$ cat src/rtl/pulp_clock_gate_ctrl.sv
// Auto clock-gating controller: per-channel RUN/IDLE/OFF/WAKE state machines
// driving ICG enables, with a round-robin arbiter that serialises wake-ups.
module pulp_clock_gate_ctrl #(
  parameter int NUM_CH      = 4,
  parameter int IDLE_CYCLES = 16,
  parameter int WAKE_CYCLES = 4
) (
  input  logic              clk_i,
  input  logic              rst_i,
  input  logic              enable_i,
  input  logic [NUM_CH-1:0] req_i,
  input  logic [NUM_CH-1:0] busy_i,
  output logic [NUM_CH-1:0] clk_en_o,
  output logic [NUM_CH-1:0] ready_o
);

  localparam int MAX_CYC = (IDLE_CYCLES > WAKE_CYCLES) ? IDLE_CYCLES : WAKE_CYCLES;
  localparam int CNT_W   = $clog2(MAX_CYC + 1);
  localparam int PTR_W   = (NUM_CH > 1) ? $clog2(NUM_CH) : 1;

  typedef enum logic [1:0] {
    ST_RUN  = 2'd0,
    ST_IDLE = 2'd1,
    ST_OFF  = 2'd2,
    ST_WAKE = 2'd3
  } state_e;

  state_e             state_q [NUM_CH];
  state_e             state_d [NUM_CH];
  logic [CNT_W-1:0]   cnt_q   [NUM_CH];
  logic [CNT_W-1:0]   cnt_d   [NUM_CH];
  logic [PTR_W-1:0]   ptr_q, ptr_d;
  logic [NUM_CH-1:0]  clk_en_q, clk_en_d;
  logic [NUM_CH-1:0]  ready_q, ready_d;

  logic [NUM_CH-1:0]  idle_s, pending_s, wake_s, off_s, gnt_vec_s;
  logic               any_wake_s, gnt_vld_s;
  logic [PTR_W-1:0]   gnt_idx_s, idx_s;
  logic [PTR_W:0]     sum_s;

  // Per-channel status decode.
  always_comb begin
    idle_s    = '0;
    pending_s = '0;
    wake_s    = '0;
    off_s     = '0;
    for (int i = 0; i < NUM_CH; i++) begin
      idle_s[i]    = enable_i & ~req_i[i] & ~busy_i[i];
      wake_s[i]    = (state_q[i] == ST_WAKE);
      off_s[i]     = (state_q[i] == ST_OFF);
      pending_s[i] = off_s[i] & (req_i[i] | ~enable_i);
    end
    any_wake_s = |wake_s;
  end

  // Round-robin wake arbiter; no grant while any channel is still settling.
  always_comb begin
    gnt_vld_s = 1'b0;
    gnt_idx_s = '0;
    gnt_vec_s = '0;
    sum_s     = '0;
    idx_s     = '0;
    for (int k = 0; k < NUM_CH; k++) begin
      sum_s = {1'b0, ptr_q} + (PTR_W+1)'(k);
      idx_s = (sum_s >= (PTR_W+1)'(NUM_CH)) ? PTR_W'(sum_s - (PTR_W+1)'(NUM_CH))
                                             : PTR_W'(sum_s);
      if (!any_wake_s && !gnt_vld_s && pending_s[idx_s]) begin
        gnt_vld_s = 1'b1;
        gnt_idx_s = idx_s;
      end else begin
        gnt_vld_s = gnt_vld_s;
      end
    end
    if (gnt_vld_s) begin
      gnt_vec_s[gnt_idx_s] = 1'b1;
    end else begin
      gnt_vec_s = '0;
    end
  end

  // Next-state, counters, pointer and registered-output values.
  always_comb begin
    ptr_d    = ptr_q;
    clk_en_d = '0;
    ready_d  = '0;
    for (int i = 0; i < NUM_CH; i++) begin
      state_d[i] = state_q[i];
      cnt_d[i]   = cnt_q[i];
      case (state_q[i])
        ST_RUN: begin
          if (idle_s[i]) begin
            if (IDLE_CYCLES == 1) begin
              state_d[i] = ST_OFF;
              cnt_d[i]   = '0;
            end else begin
              state_d[i] = ST_IDLE;
              cnt_d[i]   = CNT_W'(1);
            end
          end else begin
            cnt_d[i] = '0;
          end
        end
        ST_IDLE: begin
          if (!idle_s[i]) begin
            state_d[i] = ST_RUN;
            cnt_d[i]   = '0;
          end else if (cnt_q[i] == CNT_W'(IDLE_CYCLES - 1)) begin
            state_d[i] = ST_OFF;
            cnt_d[i]   = '0;
          end else begin
            cnt_d[i] = cnt_q[i] + CNT_W'(1);
          end
        end
        ST_OFF: begin
          if (gnt_vec_s[i]) begin
            state_d[i] = ST_WAKE;
            cnt_d[i]   = '0;
          end else begin
            cnt_d[i] = '0;
          end
        end
        ST_WAKE: begin
          if (cnt_q[i] == CNT_W'(WAKE_CYCLES - 1)) begin
            state_d[i] = ST_RUN;
            cnt_d[i]   = '0;
          end else begin
            cnt_d[i] = cnt_q[i] + CNT_W'(1);
          end
        end
        default: begin
          state_d[i] = ST_RUN;
          cnt_d[i]   = '0;
        end
      endcase
      clk_en_d[i] = (state_d[i] != ST_OFF);
      ready_d[i]  = (state_d[i] == ST_RUN) || (state_d[i] == ST_IDLE);
    end
    if (gnt_vld_s) begin
      ptr_d = (gnt_idx_s == PTR_W'(NUM_CH - 1)) ? '0 : gnt_idx_s + PTR_W'(1);
    end else begin
      ptr_d = ptr_q;
    end
  end

  // State, counter, pointer and output registers with synchronous reset.
  always_ff @(posedge clk_i) begin
    if (rst_i) begin
      for (int i = 0; i < NUM_CH; i++) begin
        state_q[i] <= ST_RUN;
        cnt_q[i]   <= '0;
      end
      ptr_q    <= '0;
      clk_en_q <= '1;
      ready_q  <= '1;
    end else begin
      for (int i = 0; i < NUM_CH; i++) begin
        state_q[i] <= state_d[i];
        cnt_q[i]   <= cnt_d[i];
      end
      ptr_q    <= ptr_d;
      clk_en_q <= clk_en_d;
      ready_q  <= ready_d;
    end
  end

  assign clk_en_o = clk_en_q;
  assign ready_o  = ready_q;

  pulp_clock_gate_ctrl_chk #(
    .NUM_CH (NUM_CH)
  ) u_chk (
    .clk_i    (clk_i),
    .rst_i    (rst_i),
    .wake_i   (wake_s),
    .off_i    (off_s),
    .busy_i   (busy_i),
    .clk_en_i (clk_en_q),
    .ready_i  (ready_q)
  );

endmodule

// Protocol and invariant checks for the gate controller.
module pulp_clock_gate_ctrl_chk #(
  parameter int NUM_CH = 4
) (
  input logic              clk_i,
  input logic              rst_i,
  input logic [NUM_CH-1:0] wake_i,
  input logic [NUM_CH-1:0] off_i,
  input logic [NUM_CH-1:0] busy_i,
  input logic [NUM_CH-1:0] clk_en_i,
  input logic [NUM_CH-1:0] ready_i
);

  a_one_wake: assert property (@(posedge clk_i) disable iff (rst_i) $onehot0(wake_i));
  a_rdy_needs_en: assert property (@(posedge clk_i) disable iff (rst_i)
                                   ((~clk_en_i & ready_i) == '0));
  a_no_busy_off: assert property (@(posedge clk_i) disable iff (rst_i)
                                  ((off_i & busy_i) == '0));

endmodule

$ cat config.mk
export PLATFORM = sky130hd
export DESIGN_NAME = pulp_clock_gate_ctrl
export DESIGN_NICKNAME = d
export VERILOG_FILES = /design/src/rtl/pulp_clock_gate_ctrl.sv
export SDC_FILE = /design/constraint.sdc
export NUM_CORES = 1
export LEC_CHECK = 0
export BUFFER_PORTS_ARGS = -buffer_cell sky130_fd_sc_hd__buf_2
export CAP_MARGIN = 10
export CORE_UTILIZATION = 35
export DETAILED_ROUTE_END_ITERATION = 12
export HOLD_SLACK_MARGIN = 0.05
export PLACE_DENSITY = 0.51
export REMOVE_ABC_BUFFERS = 1
export SLEW_MARGIN = 20
export SYNTH_ARGS = -nofsm -noshare
export SYNTH_HDL_FRONTEND = slang
export SYNTH_HIERARCHICAL = 1
export SYNTH_SLANG_ARGS = --single-unit
$ cat constraint.sdc
create_clock -name clk_i -period 3.6 [get_ports clk_i]
set_clock_uncertainty 0.2 [all_clocks]
set_input_delay 0.18 -clock clk_i [delete_from_list [all_inputs] [get_ports clk_i]]
set_output_delay 0.18 -clock clk_i [all_outputs]
set_load 0.01 [all_outputs]
==> impl_results.md <==
- Status: complete, no violations
- DP Area: 0.002183 sq mm
- GPL Wtd Cong: 0.8772
- Routed len/inst: 12.02 um
- Synth warn: 6
- Synth cell types: 52
- Worst EP required: 3.57 ns
- Internal: 597.4 uW
- CP Class: flop to flop
- Full die area: 0.006111 sq mm
- Rows: 27
- Logic pwr share: 5.1%
- Register share of total power: 55.3%
- Sequential fraction of the synthesis area: 37.46%
- R2R Path Start: state_q[2][0]
- Worst r2r dst: clk_en_o[3]
- Antenna fix cells: 0
- CTS Buffer Depth: 2
- Final hold vios: 0
- Reg-to-reg setup timing slack: 0.89 ns
- Hold WS: 0.05593 ns
- Cells after DPL: 319
- Worst Setup EP: clk_en_o[3]
- Crit path launch type: flop
- Core area: 0.005540 sq mm
- Design area: 0.002349 sq mm
- Max VDD drop: 0.0001287 V
- Crit path time final: 2.711 ns
- Finished Layout Cells: 334
- Largest net degree at the start of global routing: 31
- GRT Residual Overflow: 0
- Antenna violations before repair: 0
- Max incr delay on CP: 0.46 ns
- Vias in the first global route: 1576
- Area growth, synth to finish: 15.65%
- Die Ht: 78.17 um
- CTS resizes: 0
- CP Launch Point: state_q[2][0]
- Most used DFF post-synth: dfxtp_1
- Rel. slew slack: 49.50%
- Crit path cell chain: nand2b_1, or4b_1, and4bb_2, and2_1, ha_1, and2_1, o211ai_1, or3b_2
- Share of cells above drive strength 1: 12.60%
- # setup viols final: 0
- Routed Antenna Nets: 0
- Final setup TNS: 0 ns
- Routed vias: 1653
- Worst setup EP type: flop
- Clk pwr share: 39.6%
- H-tree Lvls: 2
- Detailed Place HPWL: 2965 um
- Unrepaired setup endpoints after global routing: false
- CP dominant cell by count: and2_1
- Pwr dens: 330.4 mW/mm^2
- Total I/O pin count: 19
- DR DRC count: 0
- Initial Util: 36.65%
- Worst-skew pair later-pin latency: 0.29 ns
- GR Util All Layers: 14.86%
- Max Fanout on Critical Path: 9
- Via/cell ratio: 4.949
- Clock root cell: clkbuf_8
- Syn Std Cell Area: 0.002031 sq mm
- Final #Nets: 288
- Yosys reg bits: 38
- Pre-antenna DRT Iters: 4
- Mapped Avg Cell Area: 8.605 sq um
- Clock sink count: 38
- DR iter-0 viols: 90
- Final core occ: 42.39%
- Worst r2r path cells: 8
- Most common cell after layout, fill and taps aside: dfxtp_1
- Port bufs: 18
- First-pass GRT wire length: 7210 um
- Commonest cells after routing, fill and taps aside: 38 x dfxtp_1, 21 x nor2_1, 19 x inv_1
- Die Wd: 78.17 um
- Critical Path Slowest Stage Cell: or4b_1
- Worst hold-check path type: input port to flop
- Lkg Pwr: 0.8831 nW
- Fraction of registers with async set/reset: 0%
- Net Sw Frac: 23.02%
- Total wire length: 4015 um
- Post-synth EDFFs: 0
- Clock transition at path regs: 0.08 ns
- Hold Startpoint: req_i[1]
- Final Slew Violations: 0
- Max-cap viol count: 0
- Worst EP arrival: 2.68 ns
- CTS tree: done
- Crit share post-route: 75.29%
- F_max: 368.9 MHz
- Cells after synthesis: 236
- Psw: 178.6 uW
- Worst Max-Slew Pin Slew: 0.7470 ns
- Total CTS buffers: 5
## per-layer routing
metal  global-route usage [%]  share of wire [%]
met1                    19.32                 53
met2                    23.77                 43
met3                    4.186                2.6
met4                    4.444                1.1
met5                        0                  0
## stage by stage
stage	setup WS (ns)	power, mW
after floorplan	1.030	0.4561
after global placement	0.9426	0.4740
after detailed placement	0.8991	0.4735
after CTS	0.8785	0.7895
after global routing	0.7342	0.8172
final	0.8895	0.7760
## power groups by stage
stage	Sequential (mW)	Clock [mW]	Combinational (mW)
floorplan	0.438	0	0.0186
global placement	0.439	0	0.0348
detailed placement	0.439	0	0.0343
CTS	0.429	0.321	0.0397
global route	0.430	0.342	0.0447
finish	0.429	0.307	0.0399
## timing repair
action                    4_1_cts  5_1_grt
hold buffers                    7        0
hold endpoints to repair        4        0
setup buffers                   0        0
## worst min path at each step
stage / endpoint / slack [ns] / depth (start not counted)
after floorplan: ptr_q[0] / 0.05 / 1
after global routing: cnt_q[1][0] / 0.09 / 4
final: cnt_q[1][0] / 0.06 / 4
after CTS: cnt_q[1][0] / 0.05 / 4
after global placement: cnt_q[2][0] / 0.27 / 1
after detailed placement: cnt_q[2][0] / 0.28 / 1
## cell usage after synthesis (all sizes together) (2+ instances only)
cell type | number | area share, %
o21a | 2 | 0.74
buf | 2 | 0.43
a21oi | 10 | 2.5
xor2 | 4 | 1.7
nor2b | 15 | 4.6
o22ai | 3 | 0.92
or4b | 3 | 1.7
nand2b | 9 | 2.8
o32ai | 2 | 0.86
xnor2 | 4 | 1.7
nand3 | 12 | 3.0
nor4b | 7 | 3.3
a22oi | 4 | 1.5
clkbuf | 5 | 0.92
dfxtp | 38 | 37
o21ai | 8 | 2.0
nor2 | 21 | 3.9
nor3 | 2 | 0.49
or3b | 2 | 0.86
ha | 16 | 9.9
a221oi | 2 | 1.2
inv | 19 | 3.5
o31ai | 4 | 1.5
nand2 | 17 | 3.1
a21o | 3 | 1.1
and2 | 3 | 0.92
## cell families after synthesis
| family | synth area share (%) |
|---|---|
| DFF | 37.46 |
| xor gates and xnor gates | 3.450 |
| adders and majority gates | 9.858 |
| muxes | 0.4929 |
| AOI/OAI and AO/OA | 16.27 |
| buffers and inverters | 4.867 |
| and+or+nand+nor | 27.60 |
## sequential cells by signal (all words and copies together), names as in the netlist
name,flops
ready_o,4
clk_en_o,4
cnt_q,20
state_q,8
ptr_q,2
## worst max-delay path: cells and delay by family (launching register included)
kind,cells,cell delay [ns]
flip-flops,1,0.39
AND/OR/NAND/NOR,6,1.71
AO/OA/AOI/OAI,1,0.11
adder cells (fa/ha/maj),1,0.18
## cell type report
class                           count  area [sq um]
Clock buffer                        6         82.58
Sequential cell                    38         760.7
Tap cell                           72         90.09
Inverter                           19         71.32
Timing Repair Buffer               25         160.2
Clock inverter                      2         12.51
Multi-Input combinational cell    172          1171
Fill cell                         586          3192
No activity file was read; power rests on OpenSTA's default activity.
